==> src/rtl/tinysat_pkg.sv <==
// tinysat_pkg
// Shared definitions for the tinysat brute-force SAT search block:
//   - state_e   : search controller states
//   - lw_of()   : width of a signed literal for a given variable count
//   - lit_eval(): truth of one signed literal against an assignment
// Literals are encoded as signed integers: +v selects x[v-1], -v selects
// ~x[v-1], and 0 marks an empty slot that never contributes truth.
package tinysat_pkg;

    typedef enum logic [1:0] {
        ST_IDLE      = 2'd0,
        ST_EVAL      = 2'd1,
        ST_FOUND     = 2'd2,
        ST_EXHAUSTED = 2'd3
    } state_e;

    // Widest literal / assignment the evaluation function accepts. Callers
    // sign-extend literals and zero-extend assignments to these widths.
    localparam int LW_MAX = 8;
    localparam int NV_MAX = 16;

    // One sign bit on top of enough magnitude bits to hold NVARS.
    function automatic int lw_of(input int nvars);
        return $clog2(nvars + 1) + 1;
    endfunction

    // A literal whose magnitude exceeds the supported range is treated as
    // false rather than aliasing onto a low variable.
    function automatic logic lit_eval(input logic signed [LW_MAX-1:0] lit,
                                      input logic [NV_MAX-1:0] xv);
        logic [LW_MAX-1:0] mag;
        logic [3:0]        idx;
        logic              r;
        mag = lit[LW_MAX-1] ? LW_MAX'(-lit) : LW_MAX'(lit);
        idx = 4'(mag - 8'd1);
        if (lit == 8'sd0) begin
            r = 1'b0;
        end else if (mag > 8'd16) begin
            r = 1'b0;
        end else if (lit[LW_MAX-1]) begin
            r = ~xv[idx];
        end else begin
            r = xv[idx];
        end
        return r;
    endfunction

endpackage

==> src/rtl/tinysat_clause_eval.sv <==
// tinysat_clause_eval
// Purely combinational truth of one clause: the OR of its K literals
// evaluated against the current assignment. An all-empty clause is false.
// Ports:
//   lits  in  K*LW  packed literals, slot 0 in the low LW bits
//   x     in  NVARS current assignment
//   truth out 1     clause value
module tinysat_clause_eval
    import tinysat_pkg::*;
#(
    parameter int NVARS = 6,
    parameter int K     = 3,
    parameter int LW    = lw_of(NVARS)
) (
    input  logic [K*LW-1:0]  lits,
    input  logic [NVARS-1:0] x,
    output logic             truth
);

    logic [NV_MAX-1:0] xw_s;
    logic              truth_s;

    assign xw_s = NV_MAX'(x);

    // OR together the individual literal values of this clause.
    always_comb begin
        truth_s = 1'b0;
        for (int j = 0; j < K; j++) begin
            truth_s = truth_s | lit_eval(LW_MAX'(signed'(lits[j*LW +: LW])), xw_s);
        end
    end

    assign truth = truth_s;

endmodule

==> src/rtl/tinysat_param.sv <==
// tinysat_param
// Brute-force SAT search over NVARS variables. Literals are streamed into a
// clause-major memory while idle; run then walks every assignment from 0,
// testing one clause per cycle, and stops on the first satisfying one.
// next resumes the walk after a solution.
// Ports:
//   clk, rst_n    clock and asynchronous active-low reset
//   load, data    append data as the next literal (idle only, until full)
//   clr           clear clause memory and counters, return to idle
//   run           start a fresh search from assignment 0
//   next          continue after a found solution
//   x             current assignment
//   sol/done/busy found / found-or-exhausted / evaluating
//   full          literal memory holds NCLAUSES*K literals
//   nsol          solutions found since the last run
module tinysat_param
    import tinysat_pkg::*;
#(
    parameter  int NVARS    = 6,
    parameter  int NCLAUSES = 8,
    parameter  int K        = 3,
    localparam int LW       = lw_of(NVARS)
) (
    input  logic             clk,
    input  logic             rst_n,
    input  logic             load,
    input  logic             clr,
    input  logic             run,
    input  logic             next,
    input  logic [LW-1:0]    data,
    output logic [NVARS-1:0] x,
    output logic             sol,
    output logic             done,
    output logic             busy,
    output logic             full,
    output logic [NVARS:0]   nsol
);

    localparam int NSLOTS = NCLAUSES * K;
    localparam int CW     = $clog2(NSLOTS + 1);
    localparam int CIW    = $clog2(NCLAUSES + 1);
    localparam int KW     = $clog2(K + 1);
    localparam int NW     = NVARS + 1;

    logic [LW-1:0]    mem_r [NSLOTS];

    state_e           state_r, state_s;
    logic [NVARS-1:0] x_r, x_s;
    logic [CIW-1:0]   ci_r, ci_s;
    logic [NW-1:0]    nsol_r, nsol_s;
    logic [CW-1:0]    lcnt_r, lcnt_s;
    logic [KW-1:0]    kcnt_r, kcnt_s;   // slot position inside the clause being filled
    logic [CIW-1:0]   ncl_r, ncl_s;     // clauses touched so far = ceil(lcnt/K)
    logic             full_r, full_s;
    logic             sol_r, done_r, busy_r;
    logic             sol_s, done_s, busy_s;
    logic             load_ok_s;
    logic [K*LW-1:0]  clause_lits_s;
    logic             clause_true_s;

    // Gather the K literals of clause ci from the flat memory.
    always_comb begin
        clause_lits_s = '0;
        for (int c = 0; c < NCLAUSES; c++) begin
            if (ci_r == CIW'(c)) begin
                for (int j = 0; j < K; j++) begin
                    clause_lits_s[j*LW +: LW] = mem_r[c*K + j];
                end
            end else begin
                clause_lits_s = clause_lits_s;
            end
        end
    end

    tinysat_clause_eval #(
        .NVARS (NVARS),
        .K     (K),
        .LW    (LW)
    ) u_eval (
        .lits  (clause_lits_s),
        .x     (x_r),
        .truth (clause_true_s)
    );

    // Next-state logic for the controller, counters and status flags.
    always_comb begin
        state_s   = state_r;
        x_s       = x_r;
        ci_s      = ci_r;
        nsol_s    = nsol_r;
        lcnt_s    = lcnt_r;
        kcnt_s    = kcnt_r;
        ncl_s     = ncl_r;
        full_s    = full_r;
        load_ok_s = 1'b0;
        if (clr) begin
            state_s = ST_IDLE;
            x_s     = '0;
            ci_s    = '0;
            nsol_s  = '0;
            lcnt_s  = '0;
            kcnt_s  = '0;
            ncl_s   = '0;
            full_s  = 1'b0;
        end else begin
            case (state_r)
                ST_IDLE: begin
                    // A load request blocks run in the same cycle even when
                    // the memory is full and the literal is dropped.
                    if (load) begin
                        if (!full_r) begin
                            load_ok_s = 1'b1;
                            lcnt_s    = lcnt_r + CW'(1);
                            full_s    = (lcnt_r == CW'(NSLOTS - 1));
                            if (kcnt_r == KW'(0)) begin
                                ncl_s = ncl_r + CIW'(1);
                            end else begin
                                ncl_s = ncl_r;
                            end
                            if (kcnt_r == KW'(K - 1)) begin
                                kcnt_s = '0;
                            end else begin
                                kcnt_s = kcnt_r + KW'(1);
                            end
                        end else begin
                            load_ok_s = 1'b0;
                        end
                    end else if (run) begin
                        state_s = ST_EVAL;
                        x_s     = '0;
                        ci_s    = '0;
                        nsol_s  = '0;
                    end else begin
                        state_s = ST_IDLE;
                    end
                end
                ST_EVAL: begin
                    if (ncl_r == CIW'(0)) begin
                        state_s = ST_FOUND;
                        nsol_s  = nsol_r + NW'(1);
                    end else if (clause_true_s) begin
                        if (ci_r == ncl_r - CIW'(1)) begin
                            state_s = ST_FOUND;
                            nsol_s  = nsol_r + NW'(1);
                        end else begin
                            ci_s = ci_r + CIW'(1);
                        end
                    end else begin
                        if (&x_r) begin
                            state_s = ST_EXHAUSTED;
                        end else begin
                            x_s  = x_r + NVARS'(1);
                            ci_s = '0;
                        end
                    end
                end
                ST_FOUND: begin
                    if (run) begin
                        state_s = ST_EVAL;
                        x_s     = '0;
                        ci_s    = '0;
                        nsol_s  = '0;
                    end else if (next) begin
                        if (&x_r) begin
                            state_s = ST_EXHAUSTED;
                        end else begin
                            state_s = ST_EVAL;
                            x_s     = x_r + NVARS'(1);
                            ci_s    = '0;
                        end
                    end else begin
                        state_s = ST_FOUND;
                    end
                end
                ST_EXHAUSTED: begin
                    if (run) begin
                        state_s = ST_EVAL;
                        x_s     = '0;
                        ci_s    = '0;
                        nsol_s  = '0;
                    end else begin
                        state_s = ST_EXHAUSTED;
                    end
                end
                default: begin
                    state_s = ST_IDLE;
                end
            endcase
        end
        sol_s  = (state_s == ST_FOUND);
        done_s = (state_s == ST_FOUND) || (state_s == ST_EXHAUSTED);
        busy_s = (state_s == ST_EVAL);
    end

    // Controller, counter and registered output state.
    always_ff @(posedge clk or negedge rst_n) begin
        if (!rst_n) begin
            state_r <= ST_IDLE;
            x_r     <= '0;
            ci_r    <= '0;
            nsol_r  <= '0;
            lcnt_r  <= '0;
            kcnt_r  <= '0;
            ncl_r   <= '0;
            full_r  <= 1'b0;
            sol_r   <= 1'b0;
            done_r  <= 1'b0;
            busy_r  <= 1'b0;
        end else begin
            state_r <= state_s;
            x_r     <= x_s;
            ci_r    <= ci_s;
            nsol_r  <= nsol_s;
            lcnt_r  <= lcnt_s;
            kcnt_r  <= kcnt_s;
            ncl_r   <= ncl_s;
            full_r  <= full_s;
            sol_r   <= sol_s;
            done_r  <= done_s;
            busy_r  <= busy_s;
        end
    end

    // Literal memory: cleared by reset or clr, written at slot lcnt on load.
    always_ff @(posedge clk or negedge rst_n) begin
        if (!rst_n) begin
            for (int i = 0; i < NSLOTS; i++) begin
                mem_r[i] <= '0;
            end
        end else if (clr) begin
            for (int i = 0; i < NSLOTS; i++) begin
                mem_r[i] <= '0;
            end
        end else if (load_ok_s) begin
            for (int i = 0; i < NSLOTS; i++) begin
                if (lcnt_r == CW'(i)) begin
                    mem_r[i] <= data;
                end else begin
                    mem_r[i] <= mem_r[i];
                end
            end
        end else begin
            for (int i = 0; i < NSLOTS; i++) begin
                mem_r[i] <= mem_r[i];
            end
        end
    end

    assign x    = x_r;
    assign sol  = sol_r;
    assign done = done_r;
    assign busy = busy_r;
    assign full = full_r;
    assign nsol = nsol_r;

endmodule

==> config.mk <==
export PLATFORM = sky130hd
export DESIGN_NAME = tinysat_param
export DESIGN_NICKNAME = d
export VERILOG_FILES = /design/src/rtl/tinysat_pkg.sv /design/src/rtl/tinysat_clause_eval.sv /design/src/rtl/tinysat_param.sv
export SDC_FILE = /design/constraint.sdc
export NUM_CORES = 1
export LEC_CHECK = 0
export BUFFER_PORTS_ARGS = -buffer_cell sky130_fd_sc_hd__buf_4
export CAP_MARGIN = 5
export CELL_PAD_IN_SITES_DETAIL_PLACEMENT = 0
export CELL_PAD_IN_SITES_GLOBAL_PLACEMENT = 2
export CORE_ASPECT_RATIO = 1.1
export CORE_UTILIZATION = 42
export DETAILED_ROUTE_END_ITERATION = 10
export MAX_ROUTING_LAYER = met4
export PLACE_DENSITY = 0.95
export SYNTH_ARGS = -nofsm -noshare
export SYNTH_HDL_FRONTEND = slang
export SYNTH_HIERARCHICAL = 1
export SYNTH_SLANG_ARGS = --single-unit
==> constraint.sdc <==
create_clock -name clk -period 12.2 [get_ports clk]
set_input_delay 1.22 -clock clk [delete_from_list [all_inputs] [get_ports clk]]
set_output_delay 1.22 -clock clk [all_outputs]
set_load 0.005 [all_outputs]
# == Word level (Yosys, flattened, before mapping) ==
# Cells that the tools add are included.
# word_totals
ff_bits,130
inputBits,10
out_inout_bits,17
# op_classes
addsub,13
order_cmp,6
n_eq_ne,46
n_mux,112
bitwise_logic,5
reduce_logical,69
# ops
operator,count
2-to-1 mux 96 bit,2
2-to-1 mux 4 bit,38
2-to-1 mux 12 bit,8
nonzero test 2 bit,28
AND reduction 2 bit,25
2-to-1 mux 6 bit,8
2-to-1 mux 7 bit,6
"== test 5 x 4 -> 1 bit, second input constant",8
"== test 5 bit, second input constant",8
2-to-1 mux 2 bit,15
"> comparator 8 x 5 -> 1 bit, second input constant",3
zero test 8 bit,3
2-to-1 mux 8 bit,3
negator 4 -> 8 bit,3
case mux 6 bit (4 select lines),1
2-to-1 mux 1 bit,21
case mux 7 bit (3 select lines),1
"== test 5 x 3 -> 1 bit, second input constant",4
2-to-1 mux 5 bit,4
"== test 4 x 3 -> 1 bit, second input constant",4
"inequality test 4 bit, second input constant",4
case mux 4 bit (4 select lines),1
"subtractor 4 x 1 -> 4 bit, second input constant",4
"< comparator 4 x 5 -> 1 bit, second input constant",3
26 further kinds,46

# == Depth between registers and ports, before layout ==
# Gate-level depths: netlist of run 1.
# logic_depth
ltp_word,26
ltp_mapped,23
ltp_nobuf,21

# == Cells and area by module ==
# Netlist of run 1, hierarchy kept.
# by_module_without_submodules
mod,instances,cells_each,area_per_inst_um2
tinysat_param,1,796,6980.4
tinysat_clause_eval,1,76,633.1

# == Least setup slack after synthesis of run 1 ==
# OpenSTA, ideal clock, no wires.
# synth_timing
path_kind,reg2reg
from,register ci_r[1]
to,"register nsol_r[5], in the netlist nsol[5]"
setup_ns,0.135
arrival_time_ns,4.536
setup_slack_ns,7.530
stages_incl_launch_ff,21
n_path_buf,2
path_cell_list,dfrtp_1 -> inv_1 -> ha_1 -> clkbuf_1 -> and2_1 -> clkbuf_1 -> a221o_1 -> a21oi_1 -> o21ai_1 -> inv_1 -> ha_1 -> mux2i_1 -> ha_1 -> mux4_2 -> mux2i_2 -> a2111oi_2 -> nand4_1 -> and4_4 -> a211oi_4 -> nor4b_1 -> mux2i_1
# synth_between
elab_chain_cells,22
elab_cells_between_ends,55
# synth_rtl
element,line_no,text
start: declaration,tinysat_param.sv:49,"logic [CIW-1:0] ci_r, ci_s;"
start signal: assignment,tinysat_param.sv:212,ci_r <= ci_s;
zero test 4 bit,tinysat_param.sv:65,if (ci_r == CIW'(c)) begin
2-to-1 mux 12 bit (7 in series),tinysat_param.sv:65,
2-to-1 mux 12 bit *,tinysat_param.sv:65,
named net clause_lits_s[0],tinysat_param.sv:58,logic [K*LW-1:0] clause_lits_s;
negator 4 -> 8 bit,tinysat_pkg.sv:34,mag = lit[LW_MAX-1] ? LW_MAX'(-lit) : LW_MAX'(lit);
2-to-1 mux 8 bit,tinysat_pkg.sv:34,
subtractor 4 x 1 -> 4 bit,tinysat_pkg.sv:35,idx = 4'(mag - 8'd1);
binary-select mux 1 bit (select 4 bit),"tinysat_pkg.sv:41, tinysat_pkg.sv:43",
2-to-1 mux 1 bit (not written as such),"tinysat_pkg.sv:41, tinysat_pkg.sv:43",
inverter 1 bit,tinysat_pkg.sv:41,r = ~xv[idx];
2-to-1 mux 1 bit,tinysat_pkg.sv:40,end else if (lit[LW_MAX-1]) begin
2-to-1 mux 1 bit,tinysat_pkg.sv:38,end else if (mag > 8'd16) begin
2-to-1 mux 1 bit *,tinysat_pkg.sv:36,if (lit == 8'sd0) begin
bitwise OR 1 bit * (2 in series),tinysat_clause_eval.sv:29,"truth_s = truth_s | lit_eval(LW_MAX'(signed'(lits[j*LW +: LW])), xw_s);"
named net clause_true_s,tinysat_param.sv:59,logic clause_true_s;
inequality test 4 bit (no source line) *,n/a,
AND reduction 3 bit (no source line) *,n/a,
end signal: assignment,tinysat_param.sv:213,nsol_r <= nsol_s;
end: declaration,tinysat_param.sv:50,"logic [NW-1:0] nsol_r, nsol_s;"
# The timed path passes the listed nets; every way through them passes the cells marked *. The select of a mux whose other input is x is not followed.
# A chain may end at the register's enable or synchronous reset.

# == Worst setup path after layout of run 1 ==
# layout_timing
from,register ci_r[0]
to,"register sol_r, in the netlist sol"
# layout_between
elab_chain_cells,25
elab_cells_between_ends,58
# layout_rtl
element,line_no,text
zero test 4 bit,tinysat_param.sv:65,
2-to-1 mux 12 bit (7 in series),tinysat_param.sv:65,
2-to-1 mux 12 bit *,tinysat_param.sv:65,
named net clause_lits_s[5],tinysat_param.sv:58,
negator 4 -> 8 bit,tinysat_pkg.sv:34,
2-to-1 mux 8 bit,tinysat_pkg.sv:34,
subtractor 4 x 1 -> 4 bit,tinysat_pkg.sv:35,
binary-select mux 1 bit (select 4 bit),"tinysat_pkg.sv:41, tinysat_pkg.sv:43",
[7 not listed],n/a,
named net clause_true_s,tinysat_param.sv:59,
2-to-1 mux 2 bit *,tinysat_param.sv:141,end else if (clause_true_s) begin
2-to-1 mux 2 bit *,tinysat_param.sv:138,if (ncl_r == CIW'(0)) begin
case mux 2 bit (4 select lines) *,tinysat_param.sv:106,case (state_r)
2-to-1 mux 2 bit *,tinysat_param.sv:96,if (clr) begin
named net state_s[1],tinysat_param.sv:47,"state_e state_r, state_s;"
== test 2 bit *,tinysat_param.sv:190,sol_s = (state_s == ST_FOUND);
named net sol_s,tinysat_param.sv:56,"logic sol_s, done_s, busy_s;"
end signal: assignment,tinysat_param.sv:218,sol_r <= sol_s;
end: declaration,tinysat_param.sv:55,"logic sol_r, done_r, busy_r;"
# Marks and branches as above.

==> metrics, run 1 <==
Post-synth ARST share=100%; I/O Buffers=26; Hold Crit Class=reg2reg; crit path max fanout=26; clock-pin slew of the registers on the worst-case setup and hold paths=60 ps; # hold bufs at CTS=0; RePlAce Congestion=0.833; status=finished, final reports clean; drt first-iter violations=504; Worst-Margin Slew=1030 ps; Syn Std Cell Area=7610 um^2; RSZ-0062 raised after global routing=no; largest net degree at the start of global routing=80; DRC=0; Final ANT Viol Nets=0; Initial Util=42.9%; Total Routing Usage GR=24.8%; Top delay family on crit path=compound AO/OA/AOI/OAI gates; vias per cell=5.86; layout cell share with drive strength beyond 1=10.3%; GR Util met3=4.38%; n_diodes=0; Max VDD drop=96.7 uV; max-cap check violation count=0; EDFF count, synth=0; H-tree depth=4; Finished Core Util=48.6%; clock latency on the worst-skew pair=430 ps; DR vias=6,554; Post-CTS Setup Repair Bufs=0; Hold Vio Cnt, Final=0; Syn Area/Cell=8.73 um^2; crit path time final=5920 ps; # rows=51; Fin Clk Skew=8.78 ps; DP HPWL=14.0 mm; CP Class=reg2reg; ys flop type=dfrtp_1; Slew Viols, Final=0; routed wire length=21.1 mm; CTS sink cnt=130; register area share after synthesis=42.7%; Max Clk Rate=0.169 GHz; Worst Setup End Kind=flop; Max transition margin=30.9%; synthesized flop and latch total=130; Core Area=17,700 um^2; CTS tree=yes; YS warnings=6; CP Buf/Inv Count=2; setup_tns=0 ps; number of global-route vias before repair=6,105; Clock Path Buffers=2; Syn Nets=905; fin crit share=48.5%; die area=18,700 um^2; critical path data required time=12,560 ps; post-cts sizing count=0; Crit-path slowest cell=o21ai_0; TritonCTS Buffers=17; worst hold slack=521 ps; drt pass-1 iters=5; CP max stage delay=860 ps; global route hottest layer=met2; Critical Path AT=6280 ps; first-pass GRT wire length=33.9 mm; Root Buffer=clkbuf_16; met2 global-route usage=37.7%; CP startpoint kind=flop; cells along the critical path=inv_1 -> ha_1 -> o21ai_0 -> o21ai_0 -> o21ai_0 -> inv_1 -> ha_1 -> mux2i_1 -> ha_1 -> mux4_2 -> and4b_1 -> a2111oi_2 -> nand4_1 -> nor3_1 -> a211oi_1 -> a211oi_1 -> and2_1; initial antenna violation count=0; I/O Pins=27; final setup fails=0; Die Width=130 um; Die Span Y=143 um; Area Growth Syn to Fin=13.3%; Syn Inst Count=872; nets=901; leakage power total=3.56 nW; total gr overflow=0; pwr dens=159 nW/um^2; M1 GR Usage=33.4%; Synth cell types=67; wire per inst=18.8 um
==> cell usage after synthesis (all sizes together), types with 3 or more instances <==
master | instances | area share (%)
xor2 | 6 | 0.69
and3b | 5 | 0.58
a221o | 12 | 1.6
and2 | 7 | 0.58
nand2 | 135 | 6.7
o21ai | 51 | 3.4
nor3b | 3 | 0.36
ha | 23 | 3.8
nor3 | 11 | 1.1
dfrtp | 130 | 43
nand3b | 5 | 0.49
nor4 | 3 | 0.41
a31oi | 8 | 0.66
nand3 | 81 | 5.3
xnor2 | 7 | 0.90
mux4 | 3 | 0.89
nor2 | 46 | 2.3
nor2b | 13 | 1.1
nand4 | 5 | 0.41
o31ai | 4 | 0.39
clkbuf | 55 | 2.7
nor4b | 4 | 0.46
buf | 5 | 0.33
a21oi | 105 | 6.9
a211oi | 9 | 1.1
o211ai | 4 | 0.39
a21o | 4 | 0.39
nand2b | 9 | 0.74
inv | 23 | 1.1
a22oi | 21 | 2.1
mux2i | 34 | 4.5
and4 | 3 | 0.38
and3 | 6 | 0.49
==> final timing paths <==
check | startpoint | to | slack, ps | cells after the start
min | mem_r[19] | mem_r[19] | 520 | 2
max reg2reg | ci_r[0] | sol | 6280 | 17
min in group asynchronous | rst_n | nsol[2] | 880 | 1
max | ci_r[0] | sol | 6280 | 17
min reg2reg | mem_r[19] | mem_r[19] | 520 | 2
max in group asynchronous | rst_n | mem_r[78] | 9940 | 2
==> state kept, by name, summed over array words and instances (netlist names) <==
register  flops
sol           1
busy          1
done          1
mem_r        96
x             6
ci_r          4
lcnt_r        5
full          1
nsol          7
state_r       2
ncl_r         4
kcnt_r        2
==> layer usage <==
metal	routed length [um]	share of wire [%]
met5	0	0
met4	342	1.6
met2	10100	48
met1	9530	45
met3	1080	5.1
==> layout by cell type, fill, tap and decap left out, types with 7 or more instances in the layout <==
cell and n:
nand2_1 135, dfrtp_1 130, a21oi_1 105, nand3_1 81, nor2_1 46, o21ai_0 40
buf_4 37, mux2i_1 33, inv_1 23, ha_1 23, a22oi_1 21, clkbuf_16 17
nor2b_1 13, a221o_1 12, o21ai_1 11, nand2b_1 9, a211oi_1 8, a31oi_1 8
and2_1 7
==> worst reg2reg max path: cells and delay by family (launching register included) <==
family | cells | cell delay [ps]
adders and majority gates | 3 | 1200
buffers and inverters | 2 | 180
muxes | 2 | 420
and+or+nand+nor | 4 | 1200
AOI/OAI and AO/OA | 6 | 2400
DFF | 1 | 460
==> through the flow <==
stage / std cells / total power, mW / setup slack, ps / cell area [um^2]
after detailed placement: 1087 / 0.803 / 6350 / 7960
after global placement: 1087 / 0.802 / 6580 / 7960
after CTS: 1119 / 1.38 / 6320 / 8620
after global routing: 1119 / 1.44 / 5640 / 8620
after floorplan: 872 / 0.706 / 7530 / 7610
final: 1119 / 1.37 / 6280 / 8620
==> cells by family (layout without fill, tap and decap cells) <==
kind of cell               after synthesis  count (layout)  share of synthesized area [%]
adders and majority gates               23              23                           3.78
xor gates and xnor gates                15              15                           2.19
and+or+nand+nor                        342             342                           22.0
buffers and inverters                   83              92                           4.19
AOI/OAI and AO/OA                      240             240                           19.4
DFF                                    130             130                           42.7
muxes                                   39              39                           5.70
==> report_power, final <==
| group | leakage [nW] | total, mW | internal [mW] | switching, mW |
|---|---|---|---|---|
| clock network | 0.313 | 0.576 | 0.374 | 0.201 |
| registers | 1.81 | 0.473 | 0.452 | 0.0219 |
| logic | 1.44 | 0.324 | 0.110 | 0.214 |
==> final cells by class <==
class | instances | area (um^2)
clock buffer | 20 | 457
sequential | 130 | 3250
inverter | 23 | 86.3
clock inverter | 12 | 204
multi-input combinational | 659 | 4050
timing repair buffer | 37 | 278
tap | 238 | 298
fill | 1765 | 9120
Power figures use the tool's default switching activity.
==> inputs of run 2 (changes only) <==
- ABC_AREA: unset -> 1
- CORE_UTILIZATION: 42 -> 36
- PLACE_DENSITY: 0.95 -> 0.89
- clock period: 12.2 -> 5.6 ns (I/O delays scaled with it)
==> run 2 against run 1 <==
Maximum frequency increased by 19%. Combinational power increased by 82%. Die area increased by 16%. Routed wire length decreased by 5.2%. Worst setup slack got worse by 5600 ps. Hold slack got worse by 390 ps. Area after synthesis decreased by 0.20%. Global-route usage decreased by 4.5 points. Synthesized cell count increased by 21%. Cell area about the same. Register-to-register slack got worse by 5600 ps.
==> metrics, run 2 <==
status=finished, final reports clean; Max Clk Rate=0.201 GHz (+19%); nets=1,106 (+23%); Core Area=20,600 um^2 (+16%); clock-pin slew of the registers on the worst-case setup and hold paths=70 ps (about the same); P_int=1.86 mW (+98%); Critical Path AT=5310 ps (-970 ps); first-pass GRT wire length=33.3 mm (-1.8%); cell count of the worst reg-to-reg path=34 (+17); synthesized flop and latch total=130 (unchanged); sequential fraction of design power=39.1% (+4.6 points); largest cells by area after synthesis=dfrtp_1 43%, nand2_1 16%, o21ai_0 8.6%; ys flop type=dfrtp_1; Post-synth ARST share=100% (unchanged); Syn Std Cell Area=7600 um^2 (-0.20%); FF-to-FF Start=ci_r[0]; Hold Vio Cnt, Final=0 (unchanged); total gr overflow=0 (unchanged); most numerous cell in the Yosys netlist=nand2_1; register area share after synthesis=42.8% (+0.084 points); final setup fails=0 (unchanged); most frequent cells in the layout=320 x nand2_1, 131 x o21ai_0, 130 x dfrtp_1; I/O Pins=27 (unchanged); Syn Area/Cell=7.22 um^2 (-17%); max-cap check violation count=0 (unchanged); CTS sink cnt=130 (unchanged); EDFF count, synth=0 (unchanged); number of global-route vias before repair=6,392 (+4.7%); H-tree depth=4 (unchanged); Worst Setup End Kind=flop; pwr dens=323 nW/um^2 (+100%); DRC=0 (unchanged); wire per inst=14.9 um (-21%); CP Launch Point=ci_r[0]; drt first-iter violations=510 (+1.2%); initial antenna violation count=0 (unchanged); post-synth top area share=42.8% (+0.084 points); RePlAce Congestion=0.822 (-1.3%); crit path time final=4960 ps (-952 ps); Fin Clk Skew=9.78 ps (+1.00 ps); crit path max fanout=14 (-46%); drt pass-1 iters=5 (unchanged); Filler Cells Inserted=2,169 (+23%); Hold Crit Class=in2async; Max VDD drop=211 uV (+120%); Slew Viols, Final=0 (unchanged); Synth area leader=dfrtp_1; Biggest register=mem_r; routed wire length=20.0 mm (-5.2%); Synth cell types=39 (-42%); Clock Path Buffers=2 (unchanged); vias per cell=4.96 (-15%); max FFs per register=96 (unchanged); Area Growth Syn to Fin=13.5%; commonest non-fill, non-tap cell in the layout=nand2_1; switch share=33.3% (+1.5 points); leakage power total=4.22 nW (+18%); combinational share of power=21.2% (-2.4 points); # rows=55 (+7.8%); RSZ-0062 raised after global routing=no; Die Span Y=154 um (+7.8%); layout cell share with drive strength beyond 1=9.48% (-0.84 points); Total Routing Usage GR=20.3% (-4.5 points); fin crit share=88.6% (+40 points); DP HPWL=14.3 mm (+1.9%); Crit-path slowest cell=ha_1; CTS tree=yes; n_diodes=0 (unchanged); Post-synth top cells=321 x nand2_1, 131 x o21ai_0, 130 x dfrtp_1; Syn Nets=1,085 (+20%); CP dominant cell by count=nand2_1; I/O Buffers=26 (unchanged); Max transition margin=38.9% (+8.0 points); Final ANT Viol Nets=0 (unchanged); # hold bufs at CTS=0 (unchanged); Switch Pwr=0.927 mW (+110%); Worst-Margin Slew=915 ps (-116 ps); post-cts sizing count=0 (unchanged); clock power share=39.7% (-2.2 points); largest net degree at the start of global routing=73 (-8.8%); YS warnings=6 (unchanged); Die Width=141 um (+7.8%); Post-CTS Setup Repair Bufs=0 (unchanged); Tot Pwr=2.78 mW (+100%); clock latency on the worst-skew pair=430 ps (about the same); die area=21,700 um^2 (+16%); Syn Inst Count=1,052 (+21%); TritonCTS Buffers=17 (unchanged); DR vias=6,663 (+1.7%); CP startpoint kind=flop; setup_tns=0 ps (unchanged); CP Class=reg2reg; CP max stage delay=470 ps (-390 ps); Initial Util=36.8% (-6.1 points); worst hold slack=133 ps (-388 ps); Root Buffer=clkbuf_16; critical path data required time=5940 ps (-6620 ps)
[run 2: cell types whose count changed after synthesis, sizes merged, moves of 28 or more]
cell    delta
inv      +105
o21ai     +84
nor2      +29
mux2i     -34
clkbuf    -36
a21oi     -88
nand3     +28
nand2    +190
[run 2: area by class of cell]
class,instances,area [um^2],area share [%]
flip-flops and latches,130,3250,37.7
clock buffers,18,439,5.09
clock inverters,14,145,1.68
multi-input cells,759,3710,43.0
repair buffers,35,267,3.09
well taps,256,320,3.72
inverters,130,488,5.66
[run 2: layer usage]
layer  up-vias  track usage [%]  wire (um)
met4         0             7.40        357
met5         -                -          0
met2        78             31.7       9340
met3        27             2.66        415
met1      3092             26.9       9850
li1       3466                -          -
[run 2: final timing paths]
path / end / slack, ps
max: nsol[1] / 640
min: mem_r[89] / 130
max reg2reg: nsol[1] / 640
min reg2reg: mem_r[26] / 480
max in group asynchronous: mem_r[40] / 4220
min in group clk: sol / 480
[run 2: per-stage QoR]
| step | std cells | util [%] | setup WS, ps | instance area [um^2] |
|---|---|---|---|---|
| 5_1_grt | 1342 | 41.8 | 58.5 | 8620 |
| 2_1_floorplan | 1052 | - | 1400 | 7600 |
| 3_3_place_gp | 1310 | 38.9 | 608 | 8030 |
| 6_report | 1342 | 41.8 | 636 | 8620 |
| 3_5_place_dp | 1310 | 38.9 | 453 | 8030 |
| 4_1_cts | 1342 | 41.7 | 427 | 8620 |
[run 2: critical path, delay by kind of cell (launching register included)]
kind	cells	cell delay (ps)
flip-flops	1	430
AO/OA/AOI/OAI	3	540
buffers and inverters	6	770
adder cells (fa/ha/maj)	3	1060
AND/OR/NAND/NOR	22	2070
[run 2: power groups by stage]
stage | logic (mW) | clock network (mW) | registers (mW)
after floorplan | 0.428 | 0 | 1.09
after global placement | 0.595 | 0 | 1.10
after detailed placement | 0.594 | 0 | 1.11
after CTS | 0.597 | 1.13 | 1.09
after global routing | 0.690 | 1.17 | 1.10
final | 0.590 | 1.11 | 1.09
[run 2: cell families after synthesis]
logic type,synth area share (%)
multiplexers,1.19
flip-flops,42.8
AND/OR/NAND/NOR,31.0
buffers and inverters,8.41
AO/OA/AOI/OAI,12.5
adder cells (fa/ha/maj),3.79
XOR/XNOR,0.346
==> inputs of run 3 (changes only) <==
- CELL_PAD_IN_SITES_DETAIL_PLACEMENT: 0 -> unset
- CELL_PAD_IN_SITES_GLOBAL_PLACEMENT: 2 -> unset
- CORE_UTILIZATION: 36 -> 50
- CTS_CLUSTER_DIAMETER: unset -> 80
- PLACE_DENSITY: 0.89 -> 0.77
- RECOVER_POWER: unset -> 50
==> run 3 against run 2 <==
The run now ends with max-capacitance violations, max-slew violations left. Clock power is essentially flat. Via count increased by 4.3%. Worst setup slack improved by 77 ps. Clock-buffer cell count up 3. Sequential cell count unchanged. Sequential share of layout area increased by 0.31 points. First-iteration DRC count is 16% higher. Sequential power about the same. Critical endpoint is now nsol[5].
==> metrics, run 3 (same netlist as run 2, synthesis figures left out) <==
# rows=46 (-16%); Top delay family on crit path=simple AND/OR/NAND/NOR gates; H-tree depth=4 (unchanged); Hold Vio Cnt, Final=0 (unchanged); Die Width=120 um (-15%); violated checks=max-capacitance violations, max-slew violations; RSZ-0062 raised after global routing=no; Tot Pwr=2.81 mW (+0.99%); Finished Core Util=58.5% (+17 points); layout cell share with drive strength beyond 1=9.39% (-0.092 points); pwr dens=329 nW/um^2 (+1.8%); I/O Buffers=26 (unchanged); drt first-iter violations=592 (+16%); CP Buf/Inv Count=6 (unchanged); Filler Cells Inserted=1,367 (-37%); TritonCTS Buffers=17 (unchanged); Worst-Margin Slew=2790 ps (+1880 ps); met2 global-route usage=40.8% (+9.1 points); max-cap check violation count=2 (+2); DP HPWL=13.1 mm (-8.6%); Post-CTS Setup Repair Bufs=0 (unchanged); max FFs per register=96 (unchanged); global route hottest layer=met2; M1 GR Usage=35.5% (+8.6 points); # hold bufs at CTS=0 (unchanged); largest net degree at the start of global routing=81 (+11%); non-filler instance count after layout=1,278 (-4.8%); CP max stage delay=460 ps (about the same); nets=1,106 (unchanged); fin crit share=87.3% (-1.4 points); Slew Viols, Final=133 (+133); wire per inst=14.8 um (-0.46%); final setup fails=0 (unchanged); CP Class=reg2reg; commonest non-fill, non-tap cell in the layout=nand2_1; Critical Path AT=5230 ps (-80 ps); drt pass-1 iters=5 (unchanged); DR vias=6,949 (+4.3%); routed wire length=18.9 mm (-5.2%); Max transition margin=-86.3% (-130 points); RePlAce Congestion=0.884 (+7.6%); die area=15,700 um^2 (-28%); crit path time final=4890 ps (-77.4 ps); critical path data required time=5940 ps (about the same); setup_tns=0 ps (unchanged); status=finished with violations; first-pass GRT wire length=32.1 mm (-3.7%); Crit-path slowest cell=dfrtp_1; Max Clk Rate=0.205 GHz (+1.6%); Total Routing Usage GR=26.4% (+6.2 points); Biggest register=mem_r; Clock Path Buffers=2 (unchanged); total gr overflow=0 (unchanged); Final ANT Viol Nets=0 (unchanged); CTS sink cnt=130 (unchanged); crit path max fanout=14 (unchanged); CP dominant cell by count=nand2_1; number of global-route vias before repair=6,563 (+2.7%); Die Span Y=131 um (-15%); clock latency on the worst-skew pair=430 ps (about the same); post-cts sizing count=0 (unchanged); most frequent cells in the layout=320 x nand2_1, 131 x o21ai_0, 130 x dfrtp_1; Root Buffer=clkbuf_16; leakage power total=4.22 nW (about the same); Initial Util=52.0% (+15 points); n_diodes=0 (unchanged); CTS tree=yes; Max VDD drop=260 uV (+23%); Area Growth Syn to Fin=12.5%; DRC=0 (unchanged); I/O Pins=27 (unchanged); initial antenna violation count=0 (unchanged); Fin Clk Skew=10.2 ps (+0.465 ps); Worst Setup End Kind=flop; Hold Crit Class=in2reg; Core Area=14,600 um^2 (-29%); CP startpoint kind=flop; placed insts=1,246 (-4.9%); vias per cell=5.44 (+9.5%); clock-pin slew of the registers on the worst-case setup and hold paths=60 ps (about the same); GR Util met3=3.78% (+1.1 points)
## run 3: tightest hold or removal path, delay by kind of cell
| kind | cells | cell delay, ps |
|---|---|---|
| compound gates | 1 | 70 |
| simple gates | 2 | 130 |
| buf+inv | 1 | 100 |
## run 3: path summary, 6_finish.rpt
| path | startpoint | to | slack [ps] | depth (start not counted) |
|---|---|---|---|---|
| worst min register to register | mem_r[1] | mem_r[1] | 480 | 2 |
| worst min-delay path | load | sol | 470 | 4 |
| min in group asynchronous | rst_n | mem_r[90] | 1020 | 1 |
| max in group asynchronous | rst_n | mem_r[5] | 1530 | 2 |
| worst max register to register | ci_r[1] | nsol[5] | 710 | 35 |
| worst max-delay path | ci_r[1] | nsol[5] | 710 | 35 |
## run 3: per-stage QoR
stage                     hold WS, ps  setup slack (ps)  instance area [um^2]
after floorplan                   264              1400                  7600
after global placement            459               750                  7950
after detailed placement          467               606                  7950
after CTS                         178               576                  8550
after global routing              503              81.5                  8550
final                             467               714                  8550
## run 3: area by class of cell
class | count | area (um^2) | area share, %
repair buffers | 35 | 256 | 3.00
flip-flops and latches | 130 | 3250 | 38.1
clock inverters | 11 | 135 | 1.58
well taps | 192 | 240 | 2.81
clock buffers | 21 | 460 | 5.39
inverters | 130 | 488 | 5.71
multi-input cells | 759 | 3720 | 43.5
## run 3: where the power goes
group / internal [mW] / switching [mW]
Clock: 0.717 / 0.411
Combinational: 0.196 / 0.396
Sequential: 1.02 / 0.0662
Total: 1.94 / 0.873
## run 3: metal layers
layer  up-vias  wire [um]
li1       3457          -
met1      3278       8550
met2       191       9110
met3        23        966
met4         0        295
met5         -          0
